File: config.mk
export PLATFORM = sky130hd
export DESIGN_NAME = adc_capture_ctrl_flat
export DESIGN_NICKNAME = d
export VERILOG_FILES = /design/src/rtl/adc_capture_ctrl_pkg.sv /design/src/rtl/adc_capture_ctrl_if.sv /design/src/rtl/adc_capture_ctrl_trig.sv /design/src/rtl/adc_capture_ctrl.sv /design/src/flat_wrapper.sv
export SDC_FILE = /design/constraint.sdc
export NUM_CORES = 1
export LEC_CHECK = 0
export BUFFER_PORTS_ARGS = -buffer_cell sky130_fd_sc_hd__buf_2
export CAP_MARGIN = 40
export CORE_MARGIN = 1.5
export CORE_UTILIZATION = 60
export DETAILED_ROUTE_END_ITERATION = 12
export GPL_TIMING_DRIVEN = 0
export PLACE_DENSITY = 0.82
export SETUP_SLACK_MARGIN = 0.15
export SYNTH_ARGS = -nofsm -noshare
export SYNTH_HDL_FRONTEND = slang
export SYNTH_SLANG_ARGS = --single-unit
File: constraint.sdc
create_clock -name sys_clk -period 7.2 [get_ports sys_clk]
set_input_delay 0 -clock sys_clk [delete_from_list [all_inputs] [get_ports sys_clk]]
set_output_delay 0 -clock sys_clk [all_outputs]
set_load 0.01 [all_outputs]
File: src/rtl/adc_capture_ctrl_pkg.sv
// Shared types and constants for the ADC capture controller slice.
package adc_cap_pkg;

    localparam int unsigned DEPTH_LOG2_DEF = 10;

    localparam logic EDGE_RISE   = 1'b0;
    localparam logic EDGE_FALL   = 1'b1;
    localparam logic MODE_CONT   = 1'b0;
    localparam logic MODE_SINGLE = 1'b1;

    typedef enum logic [2:0] {
        ST_IDLE,
        ST_PRE,
        ST_ARMED,
        ST_POST,
        ST_HOLD
    } cap_state_e;

    function automatic logic in_capture(cap_state_e s);
        return s inside {ST_PRE, ST_ARMED, ST_POST};
    endfunction

endpackage

File: src/rtl/adc_capture_ctrl_if.sv
// Sample stream, UI configuration, frame-buffer write port and status of adc_capture_ctrl.
interface adc_capture_ctrl_if
    import adc_cap_pkg::*;
#(
    parameter int unsigned DEPTH_LOG2 = DEPTH_LOG2_DEF
);
    logic                  smp_valid;
    logic [7:0]            smp_data;
    logic [7:0]            cfg_decim;
    logic [7:0]            cfg_trig_level;
    logic                  cfg_trig_edge;
    logic [DEPTH_LOG2-1:0] cfg_pre_len;
    logic                  cfg_mode;
    logic                  arm;
    logic                  frame_ack;
    logic                  wr_en;
    logic [DEPTH_LOG2-1:0] wr_addr;
    logic [7:0]            wr_data;
    logic [DEPTH_LOG2-1:0] frame_start;
    logic                  frame_rdy;
    logic                  busy;
    logic                  trig_seen;

    modport master (
        output smp_valid, smp_data, cfg_decim, cfg_trig_level, cfg_trig_edge,
               cfg_pre_len, cfg_mode, arm, frame_ack,
        input  wr_en, wr_addr, wr_data, frame_start, frame_rdy, busy, trig_seen
    );

    modport slave (
        input  smp_valid, smp_data, cfg_decim, cfg_trig_level, cfg_trig_edge,
               cfg_pre_len, cfg_mode, arm, frame_ack,
        output wr_en, wr_addr, wr_data, frame_start, frame_rdy, busy, trig_seen
    );
endinterface

File: src/rtl/adc_capture_ctrl_trig.sv
// Level-crossing trigger detector: tracks the previous accepted sample and
// flags a rising/falling crossing on the current accepted sample.
module adc_trig_detect
    import adc_cap_pkg::*;
(
    input  logic       clk,
    input  logic       rst_n,
    input  logic       clr,
    input  logic       accept,
    input  logic [7:0] sample,
    input  logic [7:0] level,
    input  logic       edge_sel,
    output logic       trig
);
    logic [7:0] prev_q, prev_d;
    logic       prev_vld_q, prev_vld_d;
    logic       prev_below, cur_below;

    always_comb begin
        prev_d     = prev_q;
        prev_vld_d = prev_vld_q;
        if (clr) begin
            prev_vld_d = 1'b0;
        end else if (accept) begin
            prev_d     = sample;
            prev_vld_d = 1'b1;
        end
    end

    always_ff @(posedge clk or negedge rst_n) begin
        if (!rst_n) begin
            prev_q     <= '0;
            prev_vld_q <= 1'b0;
        end else begin
            prev_q     <= prev_d;
            prev_vld_q <= prev_vld_d;
        end
    end

    assign prev_below = (prev_q < level);
    assign cur_below  = (sample < level);

    always_comb begin
        trig = 1'b0;
        if (accept && prev_vld_q) begin
            if (edge_sel == EDGE_RISE) trig = prev_below && !cur_below;
            else                       trig = !prev_below && cur_below;
        end
    end
endmodule

File: src/rtl/adc_capture_ctrl.sv
// Decimating pre/post-trigger capture sequencer for the waveform frame buffer.
// Optional auto-trigger timeout is compiled in with `define TRIG_TIMEOUT_EN.
module adc_capture_ctrl
    import adc_cap_pkg::*;
#(
    parameter int unsigned DEPTH_LOG2  = DEPTH_LOG2_DEF,
    parameter int unsigned TIMEOUT_CYC = 5_000_000
) (
    input  logic              sys_clk,
    input  logic              sys_rst_n,
    adc_capture_ctrl_if.slave bus
);
    localparam logic [DEPTH_LOG2-1:0] PTR_ONE = DEPTH_LOG2'(1);

    if (TIMEOUT_CYC == 0) begin : g_timeout_chk
        $error("TIMEOUT_CYC must be non-zero");
    end

    cap_state_e            state_q, state_d;
    logic [7:0]            decim_q, decim_d;
    logic [7:0]            level_q, level_d;
    logic                  edge_q, edge_d;
    logic [DEPTH_LOG2-1:0] pre_len_q, pre_len_d;
    logic                  mode_q, mode_d;
    logic [DEPTH_LOG2-1:0] ptr_q, ptr_d;
    logic [7:0]            dcnt_q, dcnt_d;
    logic [DEPTH_LOG2-1:0] pre_cnt_q, pre_cnt_d;
    logic [DEPTH_LOG2-1:0] rem_q, rem_d;
    logic [DEPTH_LOG2-1:0] frame_start_q, frame_start_d;
    logic                  frame_rdy_q, frame_rdy_d;
    logic                  trig_seen_q, trig_seen_d;
    logic                  last_q, last_d;
    logic                  wr_en_q, wr_en_d;
    logic [DEPTH_LOG2-1:0] wr_addr_q, wr_addr_d;
    logic [7:0]            wr_data_q, wr_data_d;

    logic capturing, accept, trig_hit, timeout, start_pre;

    assign capturing = in_capture(state_q);
    assign accept    = capturing && bus.smp_valid && (dcnt_q == '0);

    adc_trig_detect u_trig (
        .clk      (sys_clk),
        .rst_n    (sys_rst_n),
        .clr      (start_pre),
        .accept   (accept),
        .sample   (bus.smp_data),
        .level    (level_q),
        .edge_sel (edge_q),
        .trig     (trig_hit)
    );

`ifdef TRIG_TIMEOUT_EN
    logic [31:0] tcnt_q, tcnt_d;

    assign timeout = (tcnt_q >= TIMEOUT_CYC);

    always_comb begin
        tcnt_d = '0;
        if (state_q == ST_ARMED) tcnt_d = timeout ? tcnt_q : tcnt_q + 32'd1;
    end

    always_ff @(posedge sys_clk or negedge sys_rst_n) begin
        if (!sys_rst_n) tcnt_q <= '0;
        else            tcnt_q <= tcnt_d;
    end
`else
    assign timeout = 1'b0;
`endif

    always_comb begin
        state_d       = state_q;
        decim_d       = decim_q;
        level_d       = level_q;
        edge_d        = edge_q;
        pre_len_d     = pre_len_q;
        mode_d        = mode_q;
        ptr_d         = ptr_q;
        dcnt_d        = dcnt_q;
        pre_cnt_d     = pre_cnt_q;
        rem_d         = rem_q;
        frame_start_d = frame_start_q;
        frame_rdy_d   = frame_rdy_q;
        trig_seen_d   = trig_seen_q;
        last_d        = 1'b0;
        wr_en_d       = 1'b0;
        wr_addr_d     = wr_addr_q;
        wr_data_d     = wr_data_q;
        start_pre     = 1'b0;

        if (capturing && bus.smp_valid) begin
            dcnt_d = (dcnt_q == '0) ? decim_q : dcnt_q - 8'd1;
        end

        if (accept) begin
            wr_en_d   = 1'b1;
            wr_addr_d = ptr_q;
            wr_data_d = bus.smp_data;
            ptr_d     = ptr_q + PTR_ONE;
        end

        case (state_q)
            ST_IDLE: begin
                if (bus.arm) start_pre = 1'b1;
            end
            ST_PRE: begin
                if (accept) pre_cnt_d = pre_cnt_q + PTR_ONE;
                if ((pre_len_q == '0) || (accept && (pre_cnt_q + PTR_ONE) == pre_len_q)) begin
                    state_d = ST_ARMED;
                end
            end
            ST_ARMED: begin
                if (accept && (trig_hit || timeout)) begin
                    frame_start_d = ptr_q - pre_len_q;
                    trig_seen_d   = trig_hit;
                    // ~pre_len == 2^N - pre_len - 1 in N bits
                    rem_d         = ~pre_len_q;
                    if (pre_len_q == '1) begin
                        state_d = ST_HOLD;
                        last_d  = 1'b1;
                    end else begin
                        state_d = ST_POST;
                    end
                end
            end
            ST_POST: begin
                if (accept) begin
                    rem_d = rem_q - PTR_ONE;
                    if (rem_q == PTR_ONE) begin
                        state_d = ST_HOLD;
                        last_d  = 1'b1;
                    end
                end
            end
            ST_HOLD: begin
                if (bus.frame_ack && frame_rdy_q) begin
                    frame_rdy_d = 1'b0;
                    if (mode_q == MODE_CONT) start_pre = 1'b1;
                    else                     state_d   = ST_IDLE;
                end
            end
            default: state_d = ST_IDLE;
        endcase

        // last_q trails the final accept so frame_rdy follows the visible write pulse
        if (last_q) frame_rdy_d = 1'b1;

        if (start_pre) begin
            state_d   = ST_PRE;
            decim_d   = bus.cfg_decim;
            level_d   = bus.cfg_trig_level;
            edge_d    = bus.cfg_trig_edge;
            pre_len_d = bus.cfg_pre_len;
            mode_d    = bus.cfg_mode;
            ptr_d     = '0;
            dcnt_d    = '0;
            pre_cnt_d = '0;
        end
    end

    always_ff @(posedge sys_clk or negedge sys_rst_n) begin
        if (!sys_rst_n) begin
            state_q       <= ST_IDLE;
            decim_q       <= '0;
            level_q       <= '0;
            edge_q        <= EDGE_RISE;
            pre_len_q     <= '0;
            mode_q        <= MODE_CONT;
            ptr_q         <= '0;
            dcnt_q        <= '0;
            pre_cnt_q     <= '0;
            rem_q         <= '0;
            frame_start_q <= '0;
            frame_rdy_q   <= 1'b0;
            trig_seen_q   <= 1'b0;
            last_q        <= 1'b0;
            wr_en_q       <= 1'b0;
            wr_addr_q     <= '0;
            wr_data_q     <= '0;
        end else begin
            state_q       <= state_d;
            decim_q       <= decim_d;
            level_q       <= level_d;
            edge_q        <= edge_d;
            pre_len_q     <= pre_len_d;
            mode_q        <= mode_d;
            ptr_q         <= ptr_d;
            dcnt_q        <= dcnt_d;
            pre_cnt_q     <= pre_cnt_d;
            rem_q         <= rem_d;
            frame_start_q <= frame_start_d;
            frame_rdy_q   <= frame_rdy_d;
            trig_seen_q   <= trig_seen_d;
            last_q        <= last_d;
            wr_en_q       <= wr_en_d;
            wr_addr_q     <= wr_addr_d;
            wr_data_q     <= wr_data_d;
        end
    end

    assign bus.wr_en       = wr_en_q;
    assign bus.wr_addr     = wr_addr_q;
    assign bus.wr_data     = wr_data_q;
    assign bus.frame_start = frame_start_q;
    assign bus.frame_rdy   = frame_rdy_q;
    assign bus.busy        = capturing;
    assign bus.trig_seen   = trig_seen_q;
endmodule

File: src/flat_wrapper.sv
// flat-port wrapper written by rule: the top's interface ports become plain ports
module adc_capture_ctrl_flat import adc_cap_pkg::*;
#(
    parameter int unsigned DEPTH_LOG2  = DEPTH_LOG2_DEF,
    parameter int unsigned TIMEOUT_CYC = 5_000_000
)
  (sys_clk, sys_rst_n, bus_smp_valid, bus_smp_data, bus_cfg_decim, bus_cfg_trig_level, bus_cfg_trig_edge, bus_cfg_pre_len, bus_cfg_mode, bus_arm, bus_frame_ack, bus_wr_en, bus_wr_addr, bus_wr_data, bus_frame_start, bus_frame_rdy, bus_busy, bus_trig_seen);
  adc_capture_ctrl_if #(.DEPTH_LOG2(DEPTH_LOG2)) bus_i ();
  input  logic sys_clk;
  input  logic sys_rst_n;
  input wire logic [$bits(bus_i.smp_valid)-1:0] bus_smp_valid;
  input wire logic [$bits(bus_i.smp_data)-1:0] bus_smp_data;
  input wire logic [$bits(bus_i.cfg_decim)-1:0] bus_cfg_decim;
  input wire logic [$bits(bus_i.cfg_trig_level)-1:0] bus_cfg_trig_level;
  input wire logic [$bits(bus_i.cfg_trig_edge)-1:0] bus_cfg_trig_edge;
  input wire logic [$bits(bus_i.cfg_pre_len)-1:0] bus_cfg_pre_len;
  input wire logic [$bits(bus_i.cfg_mode)-1:0] bus_cfg_mode;
  input wire logic [$bits(bus_i.arm)-1:0] bus_arm;
  input wire logic [$bits(bus_i.frame_ack)-1:0] bus_frame_ack;
  output wire logic [$bits(bus_i.wr_en)-1:0] bus_wr_en;
  output wire logic [$bits(bus_i.wr_addr)-1:0] bus_wr_addr;
  output wire logic [$bits(bus_i.wr_data)-1:0] bus_wr_data;
  output wire logic [$bits(bus_i.frame_start)-1:0] bus_frame_start;
  output wire logic [$bits(bus_i.frame_rdy)-1:0] bus_frame_rdy;
  output wire logic [$bits(bus_i.busy)-1:0] bus_busy;
  output wire logic [$bits(bus_i.trig_seen)-1:0] bus_trig_seen;
  assign bus_i.smp_valid = bus_smp_valid;
  assign bus_i.smp_data = bus_smp_data;
  assign bus_i.cfg_decim = bus_cfg_decim;
  assign bus_i.cfg_trig_level = bus_cfg_trig_level;
  assign bus_i.cfg_trig_edge = bus_cfg_trig_edge;
  assign bus_i.cfg_pre_len = bus_cfg_pre_len;
  assign bus_i.cfg_mode = bus_cfg_mode;
  assign bus_i.arm = bus_arm;
  assign bus_i.frame_ack = bus_frame_ack;
  assign bus_wr_en = bus_i.wr_en;
  assign bus_wr_addr = bus_i.wr_addr;
  assign bus_wr_data = bus_i.wr_data;
  assign bus_frame_start = bus_i.frame_start;
  assign bus_frame_rdy = bus_i.frame_rdy;
  assign bus_busy = bus_i.busy;
  assign bus_trig_seen = bus_i.trig_seen;
  adc_capture_ctrl #(.DEPTH_LOG2(DEPTH_LOG2), .TIMEOUT_CYC(TIMEOUT_CYC)) u_core (.sys_clk(sys_clk), .sys_rst_n(sys_rst_n), .bus(bus_i));
endmodule
# ---- Word level (Yosys, flattened, before mapping)
# Cells that the tools add are included.
dict set report totals {
  romBits 0
  register_bits 110
  in_bits 41
  latch_bits 0
  ram_bits 0
  word_cells 108
  memories 0
  output_inout_bits 32
}
dict set report op_classes {
  reduce_logical 27
  eq_ne 16
  order_cmp 2
  addsub 5
  multipliers 0
  bitwise_logic 2
  shift 0
  muxes 37
  div 0
}
# operator n
set ops {}
lappend ops {{10-bit two-way mux} 7}
lappend ops {{3-bit two-way mux} 8}
lappend ops {{8-bit two-way mux} 3}
lappend ops {{10-bit by 1-bit adder with 10-bit output, second input constant} 2}
lappend ops {{10-bit case mux with 2 select lines} 1}
lappend ops {{8-bit < comparator} 2}
lappend ops {{1-bit two-way mux} 15}
lappend ops {{3-bit case mux with 5 select lines} 1}
lappend ops {{2-bit nonzero test} 6}
lappend ops {{10-bit by 1-bit == test with 1-bit output, second input constant} 1}
lappend ops {{10-bit == test} 1}
lappend ops {{10-bit == test, second input constant} 1}
lappend ops {{10-bit zero test} 1}
lappend ops {{10-bit inverter} 1}
lappend ops {{10-bit by 1-bit subtractor with 10-bit output, second input constant} 1}
lappend ops {{10-bit subtractor} 1}
lappend ops {{3-bit by 1-bit inequality test with 1-bit output, second input constant} 3}
lappend ops {{3-bit by 2-bit inequality test with 1-bit output, second input constant} 3}
lappend ops {{1-bit logical AND} 8}
lappend ops {{8-bit zero test} 1}
lappend ops {{2-bit AND reduction} 4}
lappend ops {{8-bit by 1-bit subtractor with 8-bit output, second input constant} 1}
lappend ops {{7-bit AND reduction} 1}
lappend ops {{3-bit by 2-bit == test with 1-bit output, second input constant} 2}
lappend ops {{other kinds (11)} 14}

# ---- Logic depth before layout (Yosys ltp)
dict set report logic_depth {
  ltp_word 10
  mapped_depth 11
}

# ---- Hierarchy
# Synthesis repeated with hierarchy kept, for this count alone.
dict set report hier_totals {
  hier_cells 625
  area_unflattened_um2 5989.5
}
# module n_inst area_each_um2 cells_each
set by_module_without_submodules {}
lappend by_module_without_submodules {adc_capture_ctrl 1 5310.1 562}
lappend by_module_without_submodules {adc_trig_detect 1 679.4 63}

# ---- Least setup slack after synthesis
# Ideal clock, no wire load.
dict set report synth_timing {
  kind {register -> register}
  start {register u_core.pre_cnt_q[0]}
  end {register u_core.state_q[2]}
  synth_period_minus_slack_ps 2530
  setup_ps 79
  n_path_buf 1
  t_required_ps 7121
  path_slack_ps 4670
  arrival_ps 2451
  stages_incl_launch_ff 10
  path_cell_list {dfrtp_1 ha_1 and3_1 buf_6 nand3_1 xnor2_1 or4_1 o41a_1 a211oi_2 mux2i_1}
}
dict set report synth_via {
  elab_chain_len 6
}
# item line
set synth_rtl {}
lappend synth_rtl {{start, declared} adc_capture_ctrl.sv:27} ;# logic [DEPTH_LOG2-1:0] pre_cnt_q, pre_cnt_d;
lappend synth_rtl {{start signal, assigned} adc_capture_ctrl.sv:189} ;# pre_cnt_q <= pre_cnt_d;
lappend synth_rtl {{10-bit by 1-bit adder with 10-bit output} adc_capture_ctrl.sv:108} ;# if ((pre_len_q == '0) || (accept && (pre_cnt_q + PTR_ONE) == pre_len_q)) begin
lappend synth_rtl {{10-bit == test} adc_capture_ctrl.sv:108}
lappend synth_rtl {{1-bit logical AND} adc_capture_ctrl.sv:108}
lappend synth_rtl {{1-bit logical OR} adc_capture_ctrl.sv:108}
lappend synth_rtl {{3-bit by 2-bit inequality test with 1-bit output (no line)} --}
lappend synth_rtl {{7-bit AND reduction (no line)} --}
lappend synth_rtl {{end signal, assigned} adc_capture_ctrl.sv:181} ;# state_q <= state_d;
lappend synth_rtl {{end, declared} adc_capture_ctrl.sv:19} ;# cap_state_e state_q, state_d;
# No other way between the ends.
# A chain may end at the register's enable or synchronous reset.

# ---- Final worst setup path
dict set report layout_timing {
  start {register u_core.level_q[2]}
  end {register u_core.frame_start_q[9], in the netlist u_core.bus.frame_start[9]}
}
dict set report layout_via {
  elab_chain_len 7
  word_cells_on_any_way 10
  cone_classes {order compare (2); mux (2); reduce/logical (6)}
}
# item line
set layout_rtl {}
lappend layout_rtl {{start, declared} adc_capture_ctrl.sv:21} ;# logic [7:0] level_q, level_d;
lappend layout_rtl {{start signal, assigned} adc_capture_ctrl.sv:183} ;# level_q <= level_d;
lappend layout_rtl {{8-bit < comparator, on equally long branches} {adc_capture_ctrl_trig.sv:41, adc_capture_ctrl_trig.sv:40}}
lappend layout_rtl {{1-bit zero test, on equally long branches} {adc_capture_ctrl_trig.sv:46, adc_capture_ctrl_trig.sv:47}}
lappend layout_rtl {{1-bit logical AND, on equally long branches} {adc_capture_ctrl_trig.sv:46, adc_capture_ctrl_trig.sv:47}}
lappend layout_rtl {{1-bit two-way mux (*)} adc_capture_ctrl_trig.sv:46} ;# if (edge_sel == EDGE_RISE) trig = prev_below && !cur_below;
lappend layout_rtl {{1-bit two-way mux (*)} adc_capture_ctrl_trig.sv:45} ;# if (accept && prev_vld_q) begin
lappend layout_rtl {{1-bit logical AND (*)} adc_capture_ctrl.sv:113} ;# if (accept && (trig_hit || timeout)) begin
lappend layout_rtl {{2-bit AND reduction (no line) (*)} --}
lappend layout_rtl {{end signal, assigned} adc_capture_ctrl.sv:191} ;# frame_start_q <= frame_start_d;
lappend layout_rtl {{end, declared} adc_capture_ctrl.sv:29} ;# logic [DEPTH_LOG2-1:0] frame_start_q, frame_start_d;
# Mark *: on every way between the ends. The rest lies on a longest branch, timed or not.

==> results.yml <==
setup_path:
  required_ps: 7460
  end_kind: "flip-flop"
  path_cells: "inv_1, ha_1, a211oi_1, o21ai_0, a21oi_1, or3b_2, a211oi_1, buf_2, mux2_2"
  cp_slowest_cell: "or3b_2"
  cp_slowest_stage_delay_ps: 500
  crit_type: "reg2reg"
  regToRegStartpoint: "u_core.level_q[2]"
  cp_data_arrival_time_ps: 3270
  startpoint_type: "flip-flop"
  rr_endpoint: "u_core.bus.frame_start[9]"
  ff2ff_path_depth: 9
  path_max_fanout: 10
  cp_common_cell: "a211oi_1"
  r2r_slack_ps: 4190
sta:
  max_freq_mhz: 333
  maxSlewHeadroom_pct: 59.3
  hold_violations: 0
  finalCriticalPeriod_ps: 3010
  timing.final.max_slew_violations: 0
  worst_pin_slew_ps: 603
  setup_viol: 0
  rsz0062_at_grt: "false"
  skew_ps: 17.6
  finalSetupTns_ps: 0
  period_share_pct: 41.8
  hold_ws_ps: 13.3
floorplan:
  die_area_um2: 10400
  core_um2: 9370
  rows: 35
  die_h_um: 102
  io_pins: 73
  start_util_pct: 62.8
  fp.dieW_um: 102
min_path:
  hold_path.class: "in2reg"
  hold_depth: 4
  holdPathEnd: "u_core.bus.frame_rdy"
  hp-start: "bus_frame_ack"
placement:
  dp_cells: 867
  hpwlAfterDp_um: 10200
  place.port_buffers: 72
  gp_congestion: 0.946
  dpl_cell_area_um2: 6430
grt:
  grt_overflow: 0
  grt_max_degree: 65
  first_global_vias: 5135
  track_usage_pct: 30.7
  antenna_found_initial: 0
  grt_first_pass_wirelength_um: 24900
yosys:
  synth-seq-area-share_pct: 46.8
  synthFlopType: "dfrtp_1"
  yosysUniqueCellTypes: 60
  netlist_top_cells_area: "dfrtp_1 (47%), nand2_1 (10%), o21ai_0 (7.0%)"
  yosys.area.top_type: "dfrtp_1"
  syn_nets: 736
  synth_edf_count: 0
  postSynthAreaPerCell_um2: 8.84
  ys_async_sr_fraction_pct: 100
  ys_ff_latch: 110
  syn-cell-area_um2: 5880
  synth_cells: 665
  synth_top_area_share_pct: 46.8
  ys_warn_count: 0
flow_run:
  drv_cap: 0
routing:
  vias: 5319
  wirelength_um: 15000
  wl_met3_um: 822
  met2_length_um: 7190
  met1Wirelength_um: 6540
  drt_iter0_drc: 328
  via_per_inst: 5.78
  top_layer_used: "met4"
  wl_per_cell_um: 16.3
  firstDrtPassIters: 7
  final_antenna_net_count: 0
  drc: 0
clocking:
  clk_pin_slew_ps: 120
  clockBufferDepth: 2
  cts.sinks: 110
  cts_buffers: 9
  clock-root-buffer: "clkbuf_8"
  cts_tree: "built"
  htree_levels: 3
  clk_latency_ps: 380
  cts_resized: 0
layout:
  fill_cells: 661
  layoutNonFillerInstCount: 921
  areaGrowthSynthToFinish_pct: 19.6
  nets: 858
  final_area_um2: 7030
  diodes: 0
  drive_above_1_share_pct: 14.0
power:
  power_density_nw_per_um2: 375
  vdd_ir_drop_max_mv: 0.210
  leakagePower_uw: 0.00343
run_status:
  outcome: "completed"
[how the worst max path moves through the flow]
stage                                    from  cells after the start                         to  slack (ps)
after global routing        u_core.level_q[2]                     10            u_core.rem_q[4]        4010
after CTS                   u_core.level_q[2]                      9  u_core.bus.frame_start[9]        4230
final                       u_core.level_q[2]                      9  u_core.bus.frame_start[9]        4190
after detailed placement     u_core.dcnt_q[0]                     11            u_core.rem_q[4]        4310
after global placement       u_core.dcnt_q[0]                     10  u_core.bus.frame_start[9]        4360
after floorplan           u_core.pre_cnt_q[0]                      9          u_core.state_q[2]        4670
[final cells by class]
| type | count | area [µm²] | share of cell area (%) |
|---|---|---|---|
| Multi-Input combinational cell | 505 | 2910 | 41.3 |
| Sequential cell | 110 | 2750 | 39.1 |
| Timing Repair Buffer | 111 | 771 | 11.0 |
| Tap cell | 129 | 161 | 2.29 |
| Clock buffer | 10 | 138 | 1.96 |
| Buffer | 23 | 120 | 1.71 |
| Inverter | 27 | 101 | 1.44 |
| Clock inverter | 6 | 81.3 | 1.16 |
[metrics by stage]
| step | power (µW) | util, % | worst slack, ps |
|---|---|---|---|
| after CTS | 2610 | 75.0 | 4230 |
| after global placement | 2130 | 68.3 | 4360 |
| after detailed placement | 2180 | 68.7 | 4310 |
| after floorplan | 1830 | - | 4670 |
| final | 2640 | 75.0 | 4190 |
| after global routing | 2830 | 75.0 | 4010 |
[layer usage]
| metal | up-vias | GRT usage [%] |
|---|---|---|
| met5 | - | 0 |
| met4 | 0 | 12.0 |
| met3 | 42 | 4.65 |
| met2 | 207 | 48.7 |
| met1 | 2534 | 42.9 |
| li1 | 2536 | - |
[cells in the final DEF (no fill, tap or decap), drive strengths merged, types with 7 or more instances in the layout]
master	synthesis	layout
nor2	38	38
nand2b	7	7
nand2	162	162
xnor2	16	16
a22o	7	7
clkbuf	16	26
and3	9	9
inv	27	28
a21oi	24	24
nor3	13	13
xor2	14	14
and2	7	7
nand4	7	7
buf	7	80
dfrtp	110	110
nand3	14	14
o21ai	83	83
or3	7	7
a211oi	7	7
dlygate4sd3	0	38
ha	29	29
[report_power, final]
group          internal, µW  total (µW)  switching, µW
sequential              836        1040            202
clock                   177         405            229
combinational           501        1200            694
[registers in the layout, summed over array words and instances, names as in the netlist, 10 cells and up]
register / cells
u_core.bus.wr_addr: 10
u_core.rem_q: 10
u_core.pre_cnt_q: 10
u_core.pre_len_q: 10
u_core.bus.frame_start: 10
u_core.ptr_q: 10
[Yosys cell counts (all sizes together), types with 2 or more instances]
cell type	instances
nand2	162
dfrtp	110
o21ai	83
nor2	38
ha	29
inv	27
a21oi	24
clkbuf	16
xnor2	16
nand3	14
xor2	14
nor3	13
and3	9
a211oi	7
a22o	7
and2	7
buf	7
nand2b	7
nand4	7
or3	7
o31ai	6
nor2b	5
a211o	4
o211ai	4
o22ai	4
or2	4
mux2	3
mux2i	3
nand3b	3
a21o	2
a31oi	2
a41oi	2
nor4	2
or3b	2
or4	2
[repair_timing]
action                    4_1_cts  5_1_grt
hold buffers                   38        0
hold endpoints to repair       90        0
setup buffers                   0        0
[cell families (layout without fill, tap and decap cells)]
kind of cell,count (synthesis),in the layout,synth area share (%)
multiplexers,6,6,1.08
buffers and inverters,50,177,3.76
AND/OR/NAND/NOR,287,287,22.1
AO/OA/AOI/OAI,152,152,15.3
flip-flops,110,110,46.8
adder cells (fa/ha/maj),30,30,6.51
XOR/XNOR,30,30,4.47
[critical path: cells and delay by family (launching register included)]
family | cells | cell delay (ps)
flops | 1 | 390
compound gates | 4 | 950
mux | 1 | 370
buf+inv | 2 | 420
simple gates | 1 | 500
fa+ha+maj | 1 | 260
Note: power is estimated with default switching activity, not from simulation.
